<file path="src/rtl/trig_cordic_unit_if.sv">
// rtl/trig_cordic_unit_if.sv - trig request/response bundle between decode/execute and the CORDIC unit
interface trig_cordic_unit_if #(
    parameter int DATA_W = 16
);
    logic              start;
    logic              func;
    logic [DATA_W-1:0] angle;
    logic [DATA_W-1:0] result;
    logic              done;
    logic              busy;
    logic              stall;

    modport master (
        output start, func, angle,
        input  result, done, busy, stall
    );

    modport slave (
        input  start, func, angle,
        output result, done, busy, stall
    );
endinterface

</file>
<file path="src/rtl/trig_cordic_unit.sv">
// rtl/trig_cordic_unit.sv - iterative CORDIC sine/cosine unit with pipeline stall request
// One micro-rotation per cycle; result saturated to +/-1.0 in Q2.14.
module trig_cordic_unit #(
    parameter int DATA_W = 16,
    parameter int ITER   = 14,
    parameter int GUARD  = 2
) (
    input  logic            clk,
    input  logic            rst,
    trig_cordic_unit_if.slave io
);
    localparam int W = DATA_W + GUARD;

    localparam logic signed [DATA_W-1:0] ANG_MAX = DATA_W'(16'sh6488);
    localparam logic signed [DATA_W-1:0] ANG_MIN = -ANG_MAX;
    localparam logic signed [W-1:0]      K_INIT  = W'(16'sh26DD) <<< GUARD;
    localparam logic signed [W-1:0]      POS_ONE = W'(16'sh4000);
    localparam logic signed [W-1:0]      NEG_ONE = -POS_ONE;
    localparam logic [3:0]               I_LAST  = 4'(ITER - 1);

    typedef enum logic [1:0] {
        IDLE = 2'd0,
        RUN  = 2'd1,
        DONE = 2'd2
    } state_t;

    state_t                    state_q;
    logic signed [W-1:0]       x_q, y_q, z_q;
    logic signed [W-1:0]       x_d, y_d, z_d;
    logic [3:0]                i_q;
    logic                      func_q;
    logic [DATA_W-1:0]         result_q;
    logic                      done_q;
    logic                      busy_q;

    logic signed [DATA_W-1:0]  ang;
    logic signed [DATA_W-1:0]  ang_cl;
    logic signed [W-1:0]       z_ld;
    logic signed [W-1:0]       res_sel;
    logic signed [W-1:0]       res_full;
    logic [DATA_W-1:0]         res_sat;

    // atan(2^-i) in Q2.14, widened onto the guard-extended z grid
    function automatic logic signed [W-1:0] atan_lut(input logic [3:0] idx);
        logic [DATA_W-1:0] v;
        case (idx)
            4'd0:    v = 16'h3244;
            4'd1:    v = 16'h1DAC;
            4'd2:    v = 16'h0FAE;
            4'd3:    v = 16'h07F5;
            4'd4:    v = 16'h03FF;
            4'd5:    v = 16'h0200;
            4'd6:    v = 16'h0100;
            4'd7:    v = 16'h0080;
            4'd8:    v = 16'h0040;
            4'd9:    v = 16'h0020;
            4'd10:   v = 16'h0010;
            4'd11:   v = 16'h0008;
            4'd12:   v = 16'h0004;
            4'd13:   v = 16'h0002;
            4'd14:   v = 16'h0001;
            default: v = 16'h0000;
        endcase
        return W'(v) <<< GUARD;
    endfunction

    always_comb begin
        ang    = $signed(io.angle);
        ang_cl = ang;
        if (ang > ANG_MAX) begin
            ang_cl = ANG_MAX;
        end else if (ang < ANG_MIN) begin
            ang_cl = ANG_MIN;
        end
        z_ld = W'(ang_cl) <<< GUARD;
    end

    always_comb begin
        x_d = x_q;
        y_d = y_q;
        z_d = z_q;
        if (z_q >= 0) begin
            x_d = x_q - (y_q >>> i_q);
            y_d = y_q + (x_q >>> i_q);
            z_d = z_q - atan_lut(i_q);
        end else begin
            x_d = x_q + (y_q >>> i_q);
            y_d = y_q - (x_q >>> i_q);
            z_d = z_q + atan_lut(i_q);
        end
    end

    // Final rotation result drops the guard bits, then clips to exactly +/-1.0
    always_comb begin
        res_sel  = func_q ? x_d : y_d;
        res_full = res_sel >>> GUARD;
        if (res_full > POS_ONE) begin
            res_sat = POS_ONE[DATA_W-1:0];
        end else if (res_full < NEG_ONE) begin
            res_sat = NEG_ONE[DATA_W-1:0];
        end else begin
            res_sat = res_full[DATA_W-1:0];
        end
    end

    always_ff @(posedge clk) begin
        if (rst) begin
            state_q  <= IDLE;
            x_q      <= '0;
            y_q      <= '0;
            z_q      <= '0;
            i_q      <= '0;
            func_q   <= 1'b0;
            result_q <= '0;
            done_q   <= 1'b0;
            busy_q   <= 1'b0;
        end else begin
            done_q <= 1'b0;
            case (state_q)
                IDLE: begin
                    if (io.start) begin
                        x_q     <= K_INIT;
                        y_q     <= '0;
                        z_q     <= z_ld;
                        i_q     <= '0;
                        func_q  <= io.func;
                        busy_q  <= 1'b1;
                        state_q <= RUN;
                    end
                end
                RUN: begin
                    x_q <= x_d;
                    y_q <= y_d;
                    z_q <= z_d;
                    i_q <= i_q + 4'd1;
                    if (i_q == I_LAST) begin
                        result_q <= res_sat;
                        done_q   <= 1'b1;
                        state_q  <= DONE;
                    end
                end
                DONE: begin
                    busy_q  <= 1'b0;
                    state_q <= IDLE;
                end
                default: begin
                    busy_q  <= 1'b0;
                    state_q <= IDLE;
                end
            endcase
        end
    end

    // Combinational on start so the issuing instruction freezes in its own cycle
    assign io.stall  = !rst && ((state_q == RUN) || ((state_q == IDLE) && io.start));
    assign io.result = result_q;
    assign io.done   = done_q;
    assign io.busy   = busy_q;
endmodule

</file>
<file path="src/flat_wrapper.sv">
// flat-port wrapper written by rule: the top's interface ports become plain ports
module trig_cordic_unit_flat 
#(
    parameter int DATA_W = 16,
    parameter int ITER   = 14,
    parameter int GUARD  = 2
)
  (clk, rst, io_start, io_func, io_angle, io_result, io_done, io_busy, io_stall);
  trig_cordic_unit_if #(.DATA_W(DATA_W)) io_i ();
  input  logic clk;
  input  logic rst;
  input wire logic [$bits(io_i.start)-1:0] io_start;
  input wire logic [$bits(io_i.func)-1:0] io_func;
  input wire logic [$bits(io_i.angle)-1:0] io_angle;
  output wire logic [$bits(io_i.result)-1:0] io_result;
  output wire logic [$bits(io_i.done)-1:0] io_done;
  output wire logic [$bits(io_i.busy)-1:0] io_busy;
  output wire logic [$bits(io_i.stall)-1:0] io_stall;
  assign io_i.start = io_start;
  assign io_i.func = io_func;
  assign io_i.angle = io_angle;
  assign io_result = io_i.result;
  assign io_done = io_i.done;
  assign io_busy = io_i.busy;
  assign io_stall = io_i.stall;
  trig_cordic_unit #(.DATA_W(DATA_W), .ITER(ITER), .GUARD(GUARD)) u_core (.clk(clk), .rst(rst), .io(io_i));
endmodule
</file>
<file path="config.mk">
export PLATFORM = sky130hd
export DESIGN_NAME = trig_cordic_unit_flat
export DESIGN_NICKNAME = d
export VERILOG_FILES = /design/src/rtl/trig_cordic_unit_if.sv /design/src/rtl/trig_cordic_unit.sv /design/src/flat_wrapper.sv
export SDC_FILE = /design/constraint.sdc
export NUM_CORES = 1
export LEC_CHECK = 0
export CELL_PAD_IN_SITES_DETAIL_PLACEMENT = 1
export CELL_PAD_IN_SITES_GLOBAL_PLACEMENT = 2
export CORE_MARGIN = 2
export CORE_UTILIZATION = 42
export CTS_BUF_LIST = sky130_fd_sc_hd__clkbuf_4 sky130_fd_sc_hd__clkbuf_8
export CTS_CLUSTER_DIAMETER = 40
export CTS_CLUSTER_SIZE = 14
export DETAILED_ROUTE_END_ITERATION = 6
export PLACE_DENSITY = 0.95
export SYNTH_ARGS = -nofsm -noshare
export SYNTH_HDL_FRONTEND = slang
export SYNTH_SLANG_ARGS = --single-unit
</file>
<file path="constraint.sdc">
create_clock -name clk -period 11.1 [get_ports clk]
set_input_delay 1.11 -clock clk [delete_from_list [all_inputs] [get_ports clk]]
set_output_delay 1.11 -clock clk [all_outputs]
set_load 0.005 [all_outputs]
</file>
# Word-level counts from Yosys, hierarchy flattened
# Memory sizes are Yosys's and may differ from the RTL's. A register that Yosys moved wholly into a read port is not among the register bits.
# Index checks and enable logic that the tools add are counted.
# op_classes
addsub	7
order_cmp	5
eq_ne	4
shift	2
n_mux	28
bitwise_logic	1
reduce_logical	12
# op_table
op	count
2-to-1 mux 18 bit	7
one-hot mux 18 bit (2 select lines)	3
2-to-1 mux 16 bit	6
adder 18 bit	3
subtractor 18 bit	3
>>> shifter 18 x 4 -> 18 bit	2
> comparator 16 bit, second input constant	2
2-to-1 mux 4 bit	5
greater-or-equal comparator 18 x 1 -> 1 bit, second input constant	1
< comparator 16 x 15 -> 1 bit, second input constant	1
< comparator 16 bit, second input constant	1
AND reduction 2 bit	5
one-hot mux 4 bit (2 select lines)	1
adder 4 x 1 -> 4 bit, second input constant	1
== test 4 bit, second input constant	1
2-to-1 mux 2 bit	2
one-hot mux 2 bit (2 select lines)	1
== test 2 x 1 -> 1 bit, second input constant	1
logical AND 1 bit	2
zero test 2 bit	1
2-to-1 mux 1 bit	2
!= test 2 x 1 -> 1 bit, second input constant	1
!= test 2 bit, second input constant	1
one-hot mux 1 bit (2 select lines)	1
5 further kinds	5
# word_totals
reg_bits	79
mem_bits_ro	448
in_bits	20
output_inout_bits	19
word_cells	70
n_memories	2
# mem_list
name	words	word_bits	read_ports	rd_ports_with_merged_regs	write_ports	line_no	text
(name not given)	16	14	1	1	0	trig_cordic_unit.sv:46	case (idx)
(name not given)	16	14	1	1	0	trig_cordic_unit.sv:46	

# Logic depth before layout (Yosys ltp)
# depth
word_depth	7
ltp_mapped	27
mapped_depth_nobuf	22

# Least setup slack after synthesis
# Ideal clock, no wire load.
# synth_path
path_type	flip-flop to flip-flop
from	register u_core.i_q[1]
to	register u_core.result_q[10] (netlist: u_core.io.result[10])
setup_ns	0.117
t_arrival_ns	5.794
t_required_ns	10.983
slack_ns	5.188
stages_incl_launch_ff	25
path_buffers	3
period_less_slack_ns	5.912
cell_sequence	dfxtp_1 > buf_2 > buf_1 > mux4_2 > and2_4 > or2_1 > a222oi_1 > nand4bb_2 > nand2b_1 > o21ai_0 > xnor2_1 > nor2_1 > a21oi_1 > ha_1 > nand2_1 > o21ai_0 > a311o_1 > o211a_1 > a211oi_1 > or3_1 > mux2i_1 > nor4_4 > mux2i_1 > buf_6 > a32o_2
# synth_via
elab_chain_cells	7
word_cells_on_any_way	15
classes_between	add/sub (4); order compare (2); eq/ne (1); shift (2); mux (5); reduce/logical (1)
# synth_lines
item	line_no	text
start, declared	trig_cordic_unit.sv:30	logic [3:0] i_q;
start signal, assigned	trig_cordic_unit.sv:135	i_q <= i_q + 4'd1;
>>> shifter 18 x 4 -> 18 bit (on tied branches)	-	
subtractor 18 bit, or another cell as far along	trig_cordic_unit.sv:88	y_d = y_q - (x_q >>> i_q);
2-to-1 mux 18 bit	trig_cordic_unit.sv:82	if (z_q >= 0) begin
2-to-1 mux 18 bit	trig_cordic_unit.sv:95	res_sel = func_q ? x_d : y_d;
< comparator 16 x 15 -> 1 bit	trig_cordic_unit.sv:99	end else if (res_full < NEG_ONE) begin
2-to-1 mux 16 bit	trig_cordic_unit.sv:99	
2-to-1 mux 16 bit	trig_cordic_unit.sv:97	if (res_full > POS_ONE) begin
end signal, assigned	trig_cordic_unit.sv:137	result_q <= res_sat;
end, declared	trig_cordic_unit.sv:32	logic [DATA_W-1:0] result_q;
# Several ways; a longest one is shown, not always the timed one.
# A chain may end at the register's enable or synchronous reset.

# Final worst setup path
# layout_path
from	register u_core.i_q[0]
to	register u_core.result_q[10] (netlist: u_core.io.result[10])
# Same word-level chain as after synthesis.

==> flow_metrics.env <==
export IMPL_status="complete, no violations"
export IMPL_grt_usage_pct=27.71
export IMPL_cap_viol_max_count=0
export IMPL_finalHoldViolCount=0
export IMPL_drv_slew=0
export IMPL_startpoint_type="flop"
export IMPL_port_buffers=38
export IMPL_grt_max_degree=63
export IMPL_syn_num_nets=1230
export IMPL_crit_end="u_core.io.result[10]"
export IMPL_die_height_um=152.3
export IMPL_grt_use_met2_pct=44.98
export IMPL_fp_coreArea_um2=21690
export IMPL_critPathKind="flop to flop"
export IMPL_drc=0
export IMPL_critPathCaptureType="flop"
export IMPL_gr_usage_met1_pct=35.97
export IMPL_ys_seq_area_share_pct=19.73
export IMPL_required_ps=11430
export IMPL_io_pins=39
export IMPL_setup_tns_ps=0
export IMPL_yosysWarnings=0
export IMPL_postSynth_topFlopCell="dfxtp_1"
export IMPL_h_tree_depth=3
export IMPL_globalRoute_totalOverflow=0
export IMPL_synth_cells=1147
export IMPL_r2r_slack_ps=3870
export IMPL_worstMarginPinSlew_ps=945.3
export IMPL_grt_pass1_vias=9181
export IMPL_layout_cells_non_filler=1429
export IMPL_layout_common_cells="nor2_1, nand2_1, dfxtp_1"
export IMPL_hold_buffers=0
export IMPL_area_growth_pct=8.146
export IMPL_p_leak_nw=3.836
export IMPL_power_total_w=0.002033
export IMPL_viasPerCell=6.421
export IMPL_hold_class="flop to flop"
export IMPL_skew_ps=21.23
export IMPL_ant_nets=0
export IMPL_setup_viol=0
export IMPL_initialDrtViolationCount=532
export IMPL_cts_inserted_buffers=9
export IMPL_gp_congestion=0.9492
export IMPL_fin_crit_ps=7229
export IMPL_crit_start="u_core.i_q[0]"
export IMPL_cts_setup_buffers=0
export IMPL_fill_cells=2658
export IMPL_vias=9175
export IMPL_cp_arrival_ps=7560
export IMPL_fp_row_count=54
export IMPL_die_x_um=152.3
export IMPL_clk_path_buf_depth=2
export IMPL_final_common_cell="nor2_1"
export IMPL_clock_fmax_ghz=0.1383
export IMPL_cts_tree="built"
export IMPL_cp_max_fo=49
export IMPL_finalNetCount=1227
export IMPL_dpl_cell_count=1413
export IMPL_synth_edf_count=0
export IMPL_synth_cell_types=85
export IMPL_r2r_end="u_core.io.result[10]"
export IMPL_wl_per_cell_um=22.81
export IMPL_r2r_cells=22
export IMPL_clock_latency_ps=380
export IMPL_path_clk_slew_ps=110
export IMPL_syn_area_um2=9231
export IMPL_relSlewSlack_pct=35.18
export IMPL_antenna_cells=0
export IMPL_grt_setup_unrepaired="false"
export IMPL_drive_above_1_share_pct=10.36
export IMPL_clockRootBuffer="clkbuf_8"
export IMPL_post_dp_hpwl_mm=24.62
export IMPL_synth_avg_cell_area_um2=8.048
export IMPL_totalWireLength_mm=32.60
export IMPL_ctsResizeCount=0
export IMPL_clkSinkCount=91
export IMPL_antenna_found_initial=0
export IMPL_min_period_over_period_pct=65.13
export IMPL_grt_first_pass_wirelength_mm=51.43
export IMPL_ir_drop_uv=102.8
export IMPL_busiest_layer="met2"
export IMPL_gr_usage_met3_pct=3.953
export IMPL_synthArstFlopShare_pct=0
export IMPL_start_util_pct=42.56
export IMPL_firstDrtPassIters=5
export IMPL_r2r_start="u_core.i_q[0]"
export IMPL_synth_seq_cells=91
export IMPL_die_area_um2=23180
export IMPL_powerDensity_nw_per_um2=203.6
## synth_stat cells, types with 6 or more instances
library cell,instances,area [um^2]
nor3_1,46,230.2
o31ai_1,18,135.1
o211a_1,6,60.06
nor2b_1,11,68.82
ha_1,60,750.7
o31a_1,6,52.55
clkbuf_1,49,183.9
a211oi_1,22,165.2
a21o_1,12,90.09
nor4_1,7,43.79
and2_1,8,50.05
o21a_1,15,112.6
dfxtp_1,91,1822
nor2_1,107,401.6
a32o_1,8,80.08
o41ai_1,6,52.55
xnor2_1,34,297.8
xor2_1,39,341.6
buf_1,9,33.78
or3_1,15,93.84
nand2b_1,12,75.07
a21boi_0,6,45.04
mux2i_1,23,230.2
nand3_1,45,225.2
inv_1,34,127.6
or2_2,11,68.82
a21oi_1,80,400.4
mux4_2,29,653.1
mux4_1,6,157.7
or4_1,7,52.55
a22oi_1,8,60.06
a31oi_1,21,131.4
o21ai_0,69,345.3
mux2_2,20,225.2
nand2_1,104,390.4
## where the power goes
part           internal, W  switching (W)
Combinational     0.000528       0.000809
Clock            0.0000915       0.000140
Sequential        0.000366      0.0000992
## area by class of cell
| cell class | instances | area [um^2] | share of cell area [%] |
|---|---|---|---|
| Multi-Input combinational cell | 950 | 6972 | 69.83 |
| Tap cell | 280 | 350.3 | 3.509 |
| Sequential cell | 91 | 1824 | 18.27 |
| Timing Repair Buffer | 55 | 503.0 | 5.038 |
| Inverter | 37 | 138.9 | 1.391 |
| Clock inverter | 6 | 57.56 | 0.5765 |
| Clock buffer | 10 | 137.6 | 1.379 |
## metrics by stage
step	util [%]	setup slack [ps]	instance area (um^2)	hold slack, ps
after global routing	46.03	3388	9983	497.3
after detailed placement	45.13	3978	9788	444.2
final	46.03	3871	9983	470.3
after global placement	45.13	4183	9788	442.7
after CTS	46.03	3960	9983	470.8
after floorplan	-	5188	9231	448.7
## worst max-delay path, stage by stage, from the launching register on
cell,delay [ps]
dfxtp_2,330
buf_4,550
mux4_2,610
and2_4,180
or2_1,270
a222oi_1,680
nand4bb_2,300
nand2b_1,220
o21ai_0,210
xnor2_1,150
nor2_1,60
a21oi_1,140
ha_1,290
nand2_1,120
o21ai_0,130
a311o_1,400
o211a_1,220
a211oi_1,510
or3_1,190
mux2i_1,100
nor4_4,390
mux2i_1,830
a32o_2,290
## how the worst min path moves through the flow
stage | start | end | slack, ps | cells past startpoint
final | u_core.io.result[8] | u_core.io.result[8] | 470 | 2
after global routing | u_core.io.result[8] | u_core.io.result[8] | 500 | 2
after CTS | u_core.io.result[8] | u_core.io.result[8] | 470 | 2
after detailed placement | u_core.io.result[8] | u_core.io.result[8] | 440 | 2
after global placement | u_core.io.result[12] | u_core.io.result[12] | 440 | 2
after floorplan | u_core.io.result[12] | u_core.io.result[12] | 450 | 2
## kinds of logic after synthesis
group                    after synthesis  share of synthesized area (%)
AND/OR/NAND/NOR                      401                          21.28
multiplexers                          78                          13.72
adder cells (fa/ha/maj)               63                          8.783
buffers and inverters                106                          4.852
flip-flops                            91                          19.73
AO/OA/AOI/OAI                        334                          24.45
XOR/XNOR                              74                          7.184
## metal layers
| metal | vias to the layer above | share of wire, % |
|---|---|---|
| met2 | 307 | 46 |
| met3 | 95 | 5.4 |
| met1 | 4492 | 42 |
| met5 | - | 0 |
| met4 | 0 | 5.6 |
| li1 | 4281 | - |
(Power assumes the default switching activity.)
